`config.mk`:
```
export PLATFORM = sky130hd
export DESIGN_NAME = weight_loader
export DESIGN_NICKNAME = d
export VERILOG_FILES = /design/src/rtl/weight_loader_pkg.sv /design/src/rtl/wei_pos_encoder.sv /design/src/rtl/weight_loader.sv
export SDC_FILE = /design/constraint.sdc
export NUM_CORES = 1
export LEC_CHECK = 0
export BUFFER_PORTS_ARGS = -buffer_cell sky130_fd_sc_hd__buf_4
export CAP_MARGIN = 20
export CELL_PAD_IN_SITES_DETAIL_PLACEMENT = 0
export CELL_PAD_IN_SITES_GLOBAL_PLACEMENT = 1
export CORE_MARGIN = 2
export CORE_UTILIZATION = 40
export CTS_BUF_LIST = sky130_fd_sc_hd__clkbuf_8
export DETAILED_ROUTE_END_ITERATION = 7
export HOLD_SLACK_MARGIN = 0.08
export PLACE_DENSITY = 0.8
export SLEW_MARGIN = 20
export SYNTH_ARGS = -nofsm -noshare
export SYNTH_HDL_FRONTEND = slang
export SYNTH_SLANG_ARGS = --single-unit
```
`constraint.sdc`:
```
create_clock -name clk -period 5.1 [get_ports clk]
set_clock_uncertainty 0.2 [all_clocks]
set_input_delay 0.255 -clock clk [delete_from_list [all_inputs] [get_ports clk]]
set_output_delay 0.255 -clock clk [all_outputs]
set_load 0.1 [all_outputs]
```
`src/rtl/weight_loader_pkg.sv`:
```
// Shared widths and FSM encodings for the sparse-kernel weight loader.
package weight_loader_pkg;

  localparam int DATA_WIDTH   = 8;
  localparam int KERNEL_SIZE  = 9;
  localparam int KERNEL_WIDTH = DATA_WIDTH * KERNEL_SIZE;
  localparam int POS_WIDTH    = 4;

  typedef enum logic [1:0] {
    S_FLAG = 2'd0,
    S_DATA = 2'd1,
    S_FULL = 2'd2
  } state_e;

endpackage

```
`src/rtl/wei_pos_encoder.sv`:
```
// Priority encoder: lowest kernel position k whose mask bit (8-k) is set,
// plus a flag telling whether that is the only remaining position.
import weight_loader_pkg::*;

module wei_pos_encoder (
  input  logic [KERNEL_SIZE-1:0] mask_i,
  output logic [POS_WIDTH-1:0]   pos_o,
  output logic                   last_o
);

  // Scanning from the highest position down lets the lowest one win.
  always_comb begin
    pos_o = '0;
    for (int i = KERNEL_SIZE - 1; i >= 0; i--) begin
      if (mask_i[KERNEL_SIZE-1-i]) pos_o = POS_WIDTH'(i);
    end
  end

  assign last_o = (mask_i != '0) && ((mask_i & (mask_i - 1'b1)) == '0);

endmodule

```
`src/rtl/weight_loader.sv`:
```
// Sparse 3x3 kernel decompressor with a shadow/active double buffer.
//
// state  | meaning
// S_FLAG | waiting for the flag word of the next kernel
// S_DATA | accepting non-zero weight bytes into the shadow buffer
// S_FULL | shadow buffer complete, waiting for a load request
import weight_loader_pkg::*;

module weight_loader (
  input  logic                    clk,
  input  logic                    reset,
  input  logic                    flag_valid,
  output logic                    flag_ready,
  input  logic [KERNEL_SIZE-1:0]  flag_data,
  input  logic                    wei_valid,
  output logic                    wei_ready,
  input  logic [DATA_WIDTH-1:0]   wei_data,
  input  logic                    load_req,
  output logic                    wr_req_wei_flag,
  output logic [KERNEL_SIZE-1:0]  wr_data_wei_flag,
  output logic [KERNEL_WIDTH-1:0] wei_array_full,
  output logic                    shadow_full
);

  state_e                  state_q, state_d;
  logic                    pend_q, pend_d;
  logic [KERNEL_SIZE-1:0]  mask_q, mask_d;
  logic [KERNEL_SIZE-1:0]  shadow_flag_q, shadow_flag_d;
  logic [KERNEL_WIDTH-1:0] shadow_wei_q, shadow_wei_d;
  logic [KERNEL_SIZE-1:0]  act_flag_q, act_flag_d;
  logic [KERNEL_WIDTH-1:0] act_wei_q, act_wei_d;
  logic                    wr_req_q, wr_req_d;

  logic [POS_WIDTH-1:0]    pos;
  logic                    last;

  wei_pos_encoder u_pos_enc (
    .mask_i (mask_q),
    .pos_o  (pos),
    .last_o (last)
  );

  always_ff @(posedge clk) begin
    if (!reset) begin
      state_q       <= S_FLAG;
      pend_q        <= 1'b0;
      mask_q        <= '0;
      shadow_flag_q <= '0;
      shadow_wei_q  <= '0;
      act_flag_q    <= '0;
      act_wei_q     <= '0;
      wr_req_q      <= 1'b0;
    end else begin
      state_q       <= state_d;
      pend_q        <= pend_d;
      mask_q        <= mask_d;
      shadow_flag_q <= shadow_flag_d;
      shadow_wei_q  <= shadow_wei_d;
      act_flag_q    <= act_flag_d;
      act_wei_q     <= act_wei_d;
      wr_req_q      <= wr_req_d;
    end
  end

  always_comb begin
    state_d       = state_q;
    pend_d        = pend_q | load_req;
    mask_d        = mask_q;
    shadow_flag_d = shadow_flag_q;
    shadow_wei_d  = shadow_wei_q;
    act_flag_d    = act_flag_q;
    act_wei_d     = act_wei_q;
    wr_req_d      = 1'b0;

    case (state_q)
      S_FLAG: begin
        if (flag_valid) begin
          shadow_flag_d = flag_data;
          mask_d        = flag_data;
          shadow_wei_d  = '0;
          state_d       = (flag_data != '0) ? S_DATA : S_FULL;
        end
      end
      S_DATA: begin
        if (wei_valid) begin
          for (int i = 0; i < KERNEL_SIZE; i++) begin
            if (pos == POS_WIDTH'(i)) begin
              shadow_wei_d[i*DATA_WIDTH +: DATA_WIDTH] = wei_data;
              mask_d[KERNEL_SIZE-1-i]                  = 1'b0;
            end
          end
          if (last) state_d = S_FULL;
        end
      end
      S_FULL: begin
        // A request arriving on the transfer edge belongs to the next kernel.
        if (pend_q) begin
          act_flag_d = shadow_flag_q;
          act_wei_d  = shadow_wei_q;
          wr_req_d   = 1'b1;
          pend_d     = load_req;
          state_d    = S_FLAG;
        end
      end
      default: state_d = S_FLAG;
    endcase
  end

  assign flag_ready       = (state_q == S_FLAG);
  assign wei_ready        = (state_q == S_DATA);
  assign shadow_full      = (state_q == S_FULL);
  assign wr_req_wei_flag  = wr_req_q;
  assign wr_data_wei_flag = act_flag_q;
  assign wei_array_full   = act_wei_q;

endmodule

```
## Word-level counts from Yosys, hierarchy flattened

Cells that the tools add are included.

- $add $sub $neg: 1
- Muxes and demuxes: 42
- Reductions and logical operators: 20
- Equality and inequality tests: 23
- Bitwise gates (word level): 2

Operators with widths:

| operator | count |
|---|---|
| 72-bit 2-to-1 mux | 2 |
| 72-bit one-hot mux with 2 select lines | 1 |
| 8-bit 2-to-1 mux | 9 |
| 4-bit AND reduction | 10 |
| 4-bit 2-to-1 mux | 9 |
| 2-bit by 1-bit inequality test with 1-bit output, second input constant | 11 |
| 9-bit 2-to-1 mux | 2 |
| 9-bit one-hot mux with 2 select lines | 1 |
| 9-bit nonzero test | 2 |
| 4-bit by 3-bit == test with 1-bit output, second input constant | 4 |
| 1-bit 2-to-1 mux | 12 |
| 2-bit 2-to-1 mux | 5 |
| 9-bit bitwise AND | 1 |
| 9-bit zero test | 1 |
| 9-bit by 1-bit subtractor with 9-bit output, second input constant | 1 |
| 4-bit by 2-bit == test with 1-bit output, second input constant | 2 |
| 2-bit one-hot mux with 3 select lines | 1 |
| 2-bit AND reduction | 3 |
| 4-bit by 1-bit == test with 1-bit output, second input constant | 1 |
| 4-bit == test, second input constant | 1 |
| 4-bit zero test | 1 |
| 2-bit inequality test, second input constant | 2 |
| 2-bit by 1-bit == test with 1-bit output, second input constant | 1 |
| 2-bit == test, second input constant | 1 |
| 4 further kinds | 4 |

- Flip-flop bits (word level): 175
- Logic and storage cells: 112

## Logic depth before layout (Yosys ltp)

Gate-level depths: netlist of the first run.

- Word-level depth: 13
- Mapped depth: 8

## By module

A second synthesis of the first run with hierarchy kept.

- Cells, all modules: 752
- Area total of the unflattened synthesis: 6646.4 um2

By module, submodules not included:

| module | cells each | instances | sequential area each (um2) | area an instance (um2) |
|---|---|---|---|---|
| weight_loader | 723 | 1 | 3503.4 | 6459.9 |
| wei_pos_encoder | 29 | 1 | 0.0 | 186.4 |

## Worst setup path before layout of the first run

No wires, ideal clock.

- Path kind: register to register
- From: reg state_q[0]
- To: reg shadow_wei_q[40]
- Slack: 1.907 ns
- Data required time: 4.774 ns
- Arrival time: 2.867 ns
- Setup time: 0.126 ns
- Stages on the path, launching flop included: 9
- Buffers on the path: 3
- Cells stage by stage: dfxtp_1 clkbuf_1 nor2_1 nand2_1 and2_1 clkbuf_1 buf_1 nand3_1 o21ai_0

- Cells in the longest elaborated chain, start to end: 3

RTL lines:

| item | line | source |
|---|---|---|
| start, declared | weight_loader.sv:25 | `state_e state_q, state_d;` |
| start signal, assigned | weight_loader.sv:54 | `state_q <= state_d;` |
| 2-bit zero test (*) | n/a |  |
| via flag_ready | weight_loader.sv:13 | `output logic flag_ready,` |
| 2-bit inequality test (no source line) / 2-bit nonzero test (equally long branches) | n/a |  |
| 4-bit AND reduction (no source line) | n/a |  |
| end signal, assigned | weight_loader.sv:58 | `shadow_wei_q <= shadow_wei_d;` |
| end, declared | weight_loader.sv:29 | `logic [KERNEL_WIDTH-1:0] shadow_wei_q, shadow_wei_d;` |

The timed path passes the listed nets; every way through them passes the cells marked *.
A chain may end at the register's enable or synchronous reset.

## Worst setup path after layout of the first run

- From: reg mask_q[5]
- To: reg mask_q[4]

- Cells in the longest elaborated chain, start to end: 7

RTL lines:

| item | line | source |
|---|---|---|
| start, declared | weight_loader.sv:27 | `logic [KERNEL_SIZE-1:0] mask_q, mask_d;` |
| start signal, assigned | weight_loader.sv:56 | `mask_q <= mask_d;` |
| 4-bit 2-to-1 mux (4 in a row) | wei_pos_encoder.sv:15 | `if (mask_i[KERNEL_SIZE-1-i]) pos_o = POS_WIDTH'(i);` |
| 4-bit by 3-bit == test with 1-bit output | weight_loader.sv:87 | `if (pos == POS_WIDTH'(i)) begin` |
| 2-bit by 1-bit inequality test with 1-bit output (no source line) | n/a |  |
| 4-bit AND reduction (no source line) | n/a |  |

No other way between the ends.

==> impl_results.md, run 1 <==
- Crit end category: flip-flop
- Ports: 107
- Synth-to-layout area growth: 23.5%
- Tmin final: 2.91 ns
- Commonest non-fill, non-tap cell in the layout: nand2_1
- Critical path origin: mask_q[5]$_SDFFE_PN0P_
- R2r setup slk: 2.19 ns
- Kind of critical path: flip-flop to flip-flop
- Non-Filler Instances: 1101
- Part of the Yosys area used for sequential elements: 0.527
- Fin nets: 890
- Max-slew headroom: 0.270
- CP max stage cell: nor4b_4
- Commonest cells after routing, fill and taps aside: 245 x nand2_1, 175 x dfxtp_1, 111 x buf_4
- Bufs and invs on worst path: 0
- Clk slew on worst S/H paths: 0.09 ns
- Slew Viols, Final: 0
- Max Root-Sink Buffers: 2
- Clock Sink Count: 175
- Die footprint: 0.0177 mm2
- Post-synth EDFFs: 0
- Chip Height: 133 um
- Initial antenna violation count: 0
- Mapped Cells: 775
- Largest area contributor in the netlist: dfxtp_1
- Status: complete, no violations
- Starting Density: 0.405
- Worst-path cell chain: or4_4, nor4_4, nor4b_4, o21ai_0, and2_1
- Vias per cell: 4.95
- Max Clk Rate: 343 MHz
- Diode count: 0
- Area contributors post-synth: dfxtp_1 53%, nand2_1 14%, a21boi_0 11%
- Worst VDD drop: 0.175 mV
- Final setup vio count: 0
- Synth async-reset ratio: 0
- Inserted Clock Buffers: 17
- Hold Path Class: input pin to flip-flop
- Floorplan core area: 0.0164 mm2
- Global-route wire length before repair: 26800 um
- Row cnt: 47
- Synthesis warning total: 0
- Setup repair after global routing missed its margin: no
- Setup TNS: 0 ns
- Crit path capture: mask_q[4]$_SDFFE_PN0P_
- Wire per inst: 15.2 um
- Synthesized area: 0.00665 mm2
- GPL Wtd Cong: 0.787
- Dpl cells: 1049
- Detailed Routing Iterations Pass 1: 6
- Req. time, crit path: 5.25 ns
- Post-synth top area share: 0.527
- DP HPWL: 10700 um
- Number of global-route vias before repair: 5029
- Distinct cells, synth: 40
- Die width: 133 um
- Startpoint type of the worst setup path: flip-flop
- Port bufs: 106
- Hold Vio Cnt, Final: 0
- DRC violations left: 0
- Largest net degree at the start of global routing: 87
- Crit-path max cell delay: 0.81 ns
- CP top delay family: simple AND/OR/NAND/NOR gates
- Critical path depth: 5
- Dpl cell area: 0.00753 mm2
- Reg2reg end: mask_q[4]$_SDFFE_PN0P_
- R2R depth: 5
- Hold Startpoint: reset
- Crit path max fanout: 17
- GRT Util Overall: 0.192
- Worst skew pair latency: 0.46 ns
- Fraction of layout instances using a drive strength above 1: 0.179
- CTS H-tree lvls: 4
- Gr ovfl total: 0
- DR vias: 5452
- Final Cell Area: 0.00821 mm2
- Syn Area/Cell: 8.58 um2
- Worst Tran Pin Value: 1.09 ns
- Ys flop type: dfxtp_1
- Reg-to-Reg Start: mask_q[5]$_SDFFE_PN0P_
- Sum of routed wire length over all layers: 16700 um
- Tcrit/Tclk final: 0.571
- DRT iter0 DRCs: 383
- Pleak: 3.04 nW
- Arrival time at the worst endpoint: 3.07 ns
- Clock Tree Root: clkbuf_8
- Post-route antenna net violation count: 0
- FF+latch count, synth: 175
- CTS tree: yes
- Syn nets: 797
- Maxcap violations: 0
- PD cells: 344 mW/mm2
==> kinds of logic (layout without fill, tap and decap cells) <==
| group | after synthesis | count (layout) | synth area share |
|---|---|---|---|
| flops | 175 | 175 | 0.527 |
| compound gates | 172 | 172 | 0.173 |
| buf+inv | 62 | 168 | 0.0388 |
| simple gates | 340 | 340 | 0.223 |
| mux | 26 | 26 | 0.0391 |
==> synthesized netlist by cell type, types with 2 or more instances <==
cell / instances
a21boi_0: 94
a21o_1: 3
a21oi_1: 9
and2_1: 9
buf_1: 5
buf_2: 5
buf_6: 2
clkbuf_1: 44
dfxtp_1: 175
inv_1: 5
mux2i_1: 26
nand2_1: 246
nand2b_1: 2
nand3_1: 52
nand3_2: 2
nor2_1: 8
nor2b_1: 2
nor3_1: 3
nor4_1: 4
o21ai_0: 54
o21ai_2: 3
o311a_1: 2
o31ai_1: 2
or4_1: 2
==> area by class of cell <==
| type | count | area (um2) |
|---|---|---|
| Clock inverter | 10 | 159 |
| Fill cell | 1609 | 8190 |
| Inverter | 5 | 18.8 |
| Timing Repair Buffer | 131 | 1030 |
| Sequential cell | 175 | 3500 |
| Tap cell | 220 | 275 |
| Multi-Input combinational cell | 538 | 2920 |
| Clock buffer | 22 | 303 |
==> worst min path at each step <==
| stage | endpoint | slack [ns] | cells past startpoint |
|---|---|---|---|
| finish | shadow_flag_q[4]$_SDFFE_PN0P_ | 0.11 | 2 |
| detailed placement | shadow_wei_q[52]$_SDFFE_PN0P_ | 0.25 | 2 |
| global placement | shadow_wei_q[52]$_SDFFE_PN0P_ | 0.25 | 2 |
| global route | mask_q[0]$_SDFFE_PN0P_ | 0.12 | 2 |
| CTS | shadow_flag_q[4]$_SDFFE_PN0P_ | 0.09 | 2 |
| floorplan | shadow_wei_q[38]$_SDFFE_PN0P_ | 0.18 | 2 |
==> registers in the layout (all words and copies together), names as in the netlist <==
register / count
wr_req_wei_flag: 1
pend_q: 1
state_q: 2
mask_q: 9
wr_data_wei_flag: 9
shadow_flag_q: 9
wei_array_full: 72
shadow_wei_q: 72
==> report_power, final <==
group          internal (W)  leakage, nW  switching [W]
clock network      0.000597        0.230       0.000492
logic              0.000104         1.40       0.000199
registers           0.00140         1.41      0.0000364
==> layer usage <==
metal / track usage / wire length [um]
met5: 0 / 0
met4: 0.0532 / 163
met3: 0.0456 / 622
met2: 0.291 / 7490
met1: 0.273 / 8450
==> through the flow <==
| stage | util | setup slack (ns) | power, W | hold slack [ns] |
|---|---|---|---|---|
| finish | 0.501 | 2.19 | 0.00283 | 0.105 |
| global route | 0.501 | 2.04 | 0.00294 | 0.117 |
| CTS | 0.499 | 2.26 | 0.00285 | 0.0928 |
| detailed placement | 0.459 | 2.28 | 0.00175 | 0.250 |
| global placement | 0.459 | 2.21 | 0.00175 | 0.246 |
| floorplan | - | 1.91 | 0.00167 | 0.176 |
==> what timing repair did <==
action                    4_1_cts  5_1_grt
buffers inserted                0        0
hold buffers                   20        0
hold endpoints to repair       80        0
resized for setup               0        0
Note: power is estimated with default switching activity, not from simulation.
==> run 2, diff against run 1 <==
- ABC_AREA: default -> 1
- CORE_UTILIZATION: 40 -> 39
- PLACE_DENSITY: 0.8 -> 0.82
- clock period: 5.1 -> 2.6 ns (I/O delays scaled with it)
==> impl_results.md, run 2 <==
- Met3 Use GR: 0.0415
- Crit path max fanout: 10
- Seq pwr share: 0.406
- Minimum hold slack: 0.264 ns
- Tcrit/Tclk final: 0.930
- Crit end category: flip-flop
- Setup repair after global routing missed its margin: no
- Largest net degree at the start of global routing: 131
- Fin nets: 1015
- Floorplan core area: 0.0172 mm2
- FF+latch count, synth: 175
- Req. time, crit path: 2.73 ns
- Diode count: 0
- Arrival time at the worst endpoint: 2.55 ns
- Vias per cell: 5.02
- Synthesized area: 0.00686 mm2
- Switching share of power: 0.404
- Setup TNS: 0 ns
- Total area of sequential cells: 0.00350 mm2
- Port bufs: 106
- Worst Tran Pin Value: 0.645 ns
- Part of the Yosys area used for sequential elements: 0.511
- PD cells: 987 mW/mm2
- Startpoint type of the worst setup path: flip-flop
- Fraction of layout instances using a drive strength above 1: 0.198
- Wire per inst: 14.7 um
- Syn Area/Cell: 7.75 um2
- Gr ovfl total: 0
- Synth-to-layout area growth: 23.8%
- Die width: 137 um
- Clock Sink Count: 175
- DRT iter0 DRCs: 442
- Clock Tree Root: clkbuf_8
- Largest area contributor in the netlist: dfxtp_1
- Area contributors post-synth: dfxtp_1 51%, a21oi_1 11%, nand3_1 10%
- Sum of routed wire length over all layers: 18100 um
- Inserted Clock Buffers: 17
- Gr busiest metal: met2
- Switch Pwr: 0.00338 W
- Global-route wire length before repair: 29200 um
- Combinational group share of total power: 0.359
- Detailed Routing Iterations Pass 1: 5
- Multi-input logic area: 0.00297 mm2
- Maxcap violations: 0
- CTS H-tree lvls: 4
- Worst skew pair latency: 0.45 ns
- Slew Viols, Final: 0
- Die footprint: 0.0187 mm2
- Top cells by count, synth: 175 x dfxtp_1, 175 x nand2_1, 148 x a21oi_1
- CTS tree: yes
- DRC violations left: 0
- Post-synth EDFFs: 0
- Commonest cells after routing, fill and taps aside: 174 x nand2_1, 174 x dfxtp_1, 148 x a21oi_1
- Synthesis warning total: 0
- Post-route antenna net violation count: 0
- Status: complete, no violations
- Post-synth top area share: 0.511
- Tmin final: 2.42 ns
- Hold Vio Cnt, Final: 0
- Final setup vio count: 0
- Max Root-Sink Buffers: 2
- Initial antenna violation count: 0
- Syn nets: 906
- Ports: 107
- Global routing usage on met2: 0.313
- Number of global-route vias before repair: 5651
- Distinct cells, synth: 34
- Starting Density: 0.398
- GR Util met1: 0.275
- Chip Height: 137 um
- Worst VDD drop: 0.507 mV
- Clock share of power: 0.235
- Mapped Cells: 884
- Max-slew headroom: 0.570
- Ys flop type: dfxtp_1
- Row cnt: 48
- GRT Util Overall: 0.198
- Clk slew on worst S/H paths: 0.09 ns
- Pleak: 3.36 nW
- DP HPWL: 11900 um
- Synth async-reset ratio: 0
- DR vias: 6177
- GPL Wtd Cong: 0.849
- Kind of critical path: flip-flop to flip-flop
- # fillers: 1742
- Internal power: 0.00500 W
- Max Clk Rate: 414 MHz
- Hold Path Class: flip-flop to flip-flop
[run 2: changes by cell type in the layout (fill, tap and decap cells not counted), moves of 9 or more]
cell / change
a21oi_1: +141
a21boi_0: -94
nand3_1: +88
nor2_1: +75
nand2_1: -71
o21ai_0: -36
mux2i_1: -26
inv_1: +15
nand2_2: +10
buf_4: +9
nand2_4: +9
[run 2: cell type report]
cell class / count / share of cell area
flip-flops and latches: 175 / 0.413
multi-input cells: 618 / 0.350
repair buffers: 148 / 0.140
clock inverters: 14 / 0.0195
inverters: 33 / 0.0152
clock buffers: 18 / 0.0292
well taps: 225 / 0.0332
[run 2: cell families after synthesis]
group           count (synthesis)  synth area share
simple gates                  433             0.288
compound gates                185             0.143
flops                         175             0.511
buf+inv                        91            0.0582
[run 2: per-layer routing]
metal  wire length (um)  share of wire  up-vias
met5                  0              0        -
met4                207          0.011        0
met3                805          0.044       19
met2               8400           0.46      137
met1               8720           0.48     2854
li1                   -              -     3167
[run 2: worst max-delay path, cell delays in order (launching register included)]
cell	delay [ns]
dfxtp_1	0.36
inv_2	0.15
nand2_4	0.08
nor3_4	0.16
inv_2	0.07
nor2_4	0.15
nand3_1	0.10
nand2_1	0.11
nand2_4	0.11
a22oi_1	0.16
nor2_1	0.06
dlygate4sd3_1	0.58
[run 2: through the flow]
step | std cells | area (um2) | total power, W | utilization | setup WS, ns
2_1_floorplan | 884 | 6860 | 0.00575 | - | 0.291
3_3_place_gp | 1169 | 7780 | 0.00634 | 0.451 | 0.593
3_5_place_dp | 1169 | 7780 | 0.00637 | 0.451 | 0.541
4_1_cts | 1228 | 8460 | 0.00838 | 0.491 | 0.0510
5_1_grt | 1231 | 8490 | 0.00892 | 0.492 | 0.0175
6_report | 1231 | 8490 | 0.00838 | 0.492 | 0.183
[run 2: what timing repair did]
item                                    4_1_cts  5_1_grt
endpoints found under the setup margin        0        2
endpoints found under the hold margin        57        0
hold buffers                                 27        0
gates resized for setup                       0        1
setup buffers                                 0        3
[run 2: power by group through the flow]
| stage | registers (W) | clock network (W) | logic [W] |
|---|---|---|---|
| CTS | 0.00340 | 0.00202 | 0.00296 |
| floorplan | 0.00349 | 0 | 0.00226 |
| global placement | 0.00346 | 0 | 0.00288 |
| detailed placement | 0.00346 | 0 | 0.00291 |
| finish | 0.00340 | 0.00197 | 0.00301 |
| global route | 0.00345 | 0.00212 | 0.00334 |
[run 2: final timing paths]
kind,from,end,slack [ns],depth (start not counted)
worst max-delay path,mask_q[8]$_SDFFE_PN0P_,mask_q[1]$_SDFFE_PN0P_,0.18,11
worst min-delay path,wei_array_full[4]$_SDFFE_PN0P_,wei_array_full[4]$_SDFFE_PN0P_,0.26,2
worst max register to register,mask_q[8]$_SDFFE_PN0P_,mask_q[1]$_SDFFE_PN0P_,0.18,11
worst min register to register,wei_array_full[4]$_SDFFE_PN0P_,wei_array_full[4]$_SDFFE_PN0P_,0.26,2
==> run 3, diff against run 2 <==
- MAX_ROUTING_LAYER: default -> met4
==> impl_results.md, run 3 (synthesis results as in run 2) <==
- Status: complete, no violations
- Die width: 137 um
- Setup repair after global routing missed its margin: no
- Initial antenna violation count: 0
- Diode count: 0
- Commonest cells after routing, fill and taps aside: 174 x nand2_1, 174 x dfxtp_1, 148 x a21oi_1
- GRT Util Overall: 0.204
- DRT iter0 DRCs: 476
- Crit end category: flip-flop
- Startpoint type of the worst setup path: flip-flop
- Maxcap violations: 0
- Setup TNS: 0 ns
- Fin nets: 1015
- Max-slew headroom: 0.567
- Row cnt: 48
- Die footprint: 0.0187 mm2
- CTS H-tree lvls: 4
- Ports: 107
- DRC violations left: 0
- Chip Height: 137 um
- Floorplan core area: 0.0172 mm2
- Largest net degree at the start of global routing: 131
- # fillers: 1742
- Post-route antenna net violation count: 0
- GPL Wtd Cong: 0.862
- Req. time, crit path: 2.74 ns
- Crit path max fanout: 10
- Port bufs: 106
- Hold Path Class: flip-flop to flip-flop
- Starting Density: 0.398
- Power Total: 0.00839 W
- Gr ovfl total: 0
- Wire per inst: 14.8 um
- Max Clk Rate: 411 MHz
- Non-Filler Instances: 1231
- Vias per cell: 5.02
- Clk slew on worst S/H paths: 0.09 ns
- Inserted Clock Buffers: 17
- Detailed Routing Iterations Pass 1: 4
- Slew Viols, Final: 0
- Max Root-Sink Buffers: 2
- Sum of routed wire length over all layers: 18200 um
- Clock Tree Root: clkbuf_8
- Arrival time at the worst endpoint: 2.57 ns
- Worst VDD drop: 0.505 mV
- DP HPWL: 11900 um
- Pleak: 3.36 nW
- Tmin final: 2.43 ns
- Tcrit/Tclk final: 0.936
- Fraction of layout instances using a drive strength above 1: 0.198
- Worst Tran Pin Value: 0.650 ns
- Dpl cells: 1169
- Kind of critical path: flip-flop to flip-flop
- Global-route wire length before repair: 29200 um
- Worst skew pair latency: 0.45 ns
- CTS tree: yes
- Synth-to-layout area growth: 23.8%
- Number of global-route vias before repair: 5644
- PD cells: 988 mW/mm2
- Hold Vio Cnt, Final: 0
- Clock Sink Count: 175
- Final setup vio count: 0
- DR vias: 6177
run 3: cell counts in the layout (fill, tap and decap cells not counted):
No cell type changed its count.
run 3: path summary, 6_finish.rpt:
check / from / cells after the start / to / slack, ns
max reg2reg: mask_q[8]$_SDFFE_PN0P_ / 11 / mask_q[1]$_SDFFE_PN0P_ / 0.17
max: mask_q[8]$_SDFFE_PN0P_ / 11 / mask_q[1]$_SDFFE_PN0P_ / 0.17
min reg2reg: wei_array_full[31]$_SDFFE_PN0P_ / 2 / wei_array_full[31]$_SDFFE_PN0P_ / 0.26
min: wei_array_full[31]$_SDFFE_PN0P_ / 2 / wei_array_full[31]$_SDFFE_PN0P_ / 0.26
run 3: per-stage QoR:
stage               setup slack (ns)   util  hold slack, ns  area [um2]
floorplan                      0.291      -          0.0474        6860
global placement               0.593  0.451           0.194        7780
detailed placement             0.541  0.451           0.220        7780
CTS                           0.0510  0.491           0.266        8460
global route                  0.0171  0.492           0.276        8490
finish                         0.167  0.492           0.264        8490
run 3: what timing repair did:
item / 4_1_cts / 5_1_grt
hold endpoints to repair: 57 / 0
endpoints found under the setup margin: 0 / 2
setup buffers: 0 / 3
resized for setup: 0 / 1
hold buffers: 27 / 0
run 3: layout make-up:
| type | count | area [um2] | share of cell area |
|---|---|---|---|
| multi-input combinational | 618 | 2970 | 0.350 |
| inverter | 33 | 129 | 0.0152 |
| clock buffer | 18 | 248 | 0.0292 |
| clock inverter | 14 | 165 | 0.0195 |
| timing repair buffer | 148 | 1190 | 0.140 |
| sequential | 175 | 3500 | 0.413 |
| tap | 225 | 282 | 0.0332 |
run 3: power by group:
group,switching [W],internal [W]
clock network,0.000995,0.000977
logic,0.00211,0.000903
registers,0.000285,0.00312
total,0.00339,0.00500
run 3: layer usage:
layer  vias up  GRT usage  share of wire
met4         0     0.0608          0.012
met3        20     0.0359          0.043
met1      2849      0.275           0.49
li1       3168          -              -
met5         -          -              0
met2       140      0.313           0.46
run 3: worst max-delay path, cell delays in order (launching register included):
cell	delay, ns
dfxtp_1	0.36
inv_2	0.15
nand2_4	0.08
nor3_4	0.16
inv_2	0.07
nor2_4	0.15
nand3_1	0.10
nand2_1	0.11
nand2_4	0.11
a22oi_1	0.17
nor2_1	0.06
dlygate4sd3_1	0.58
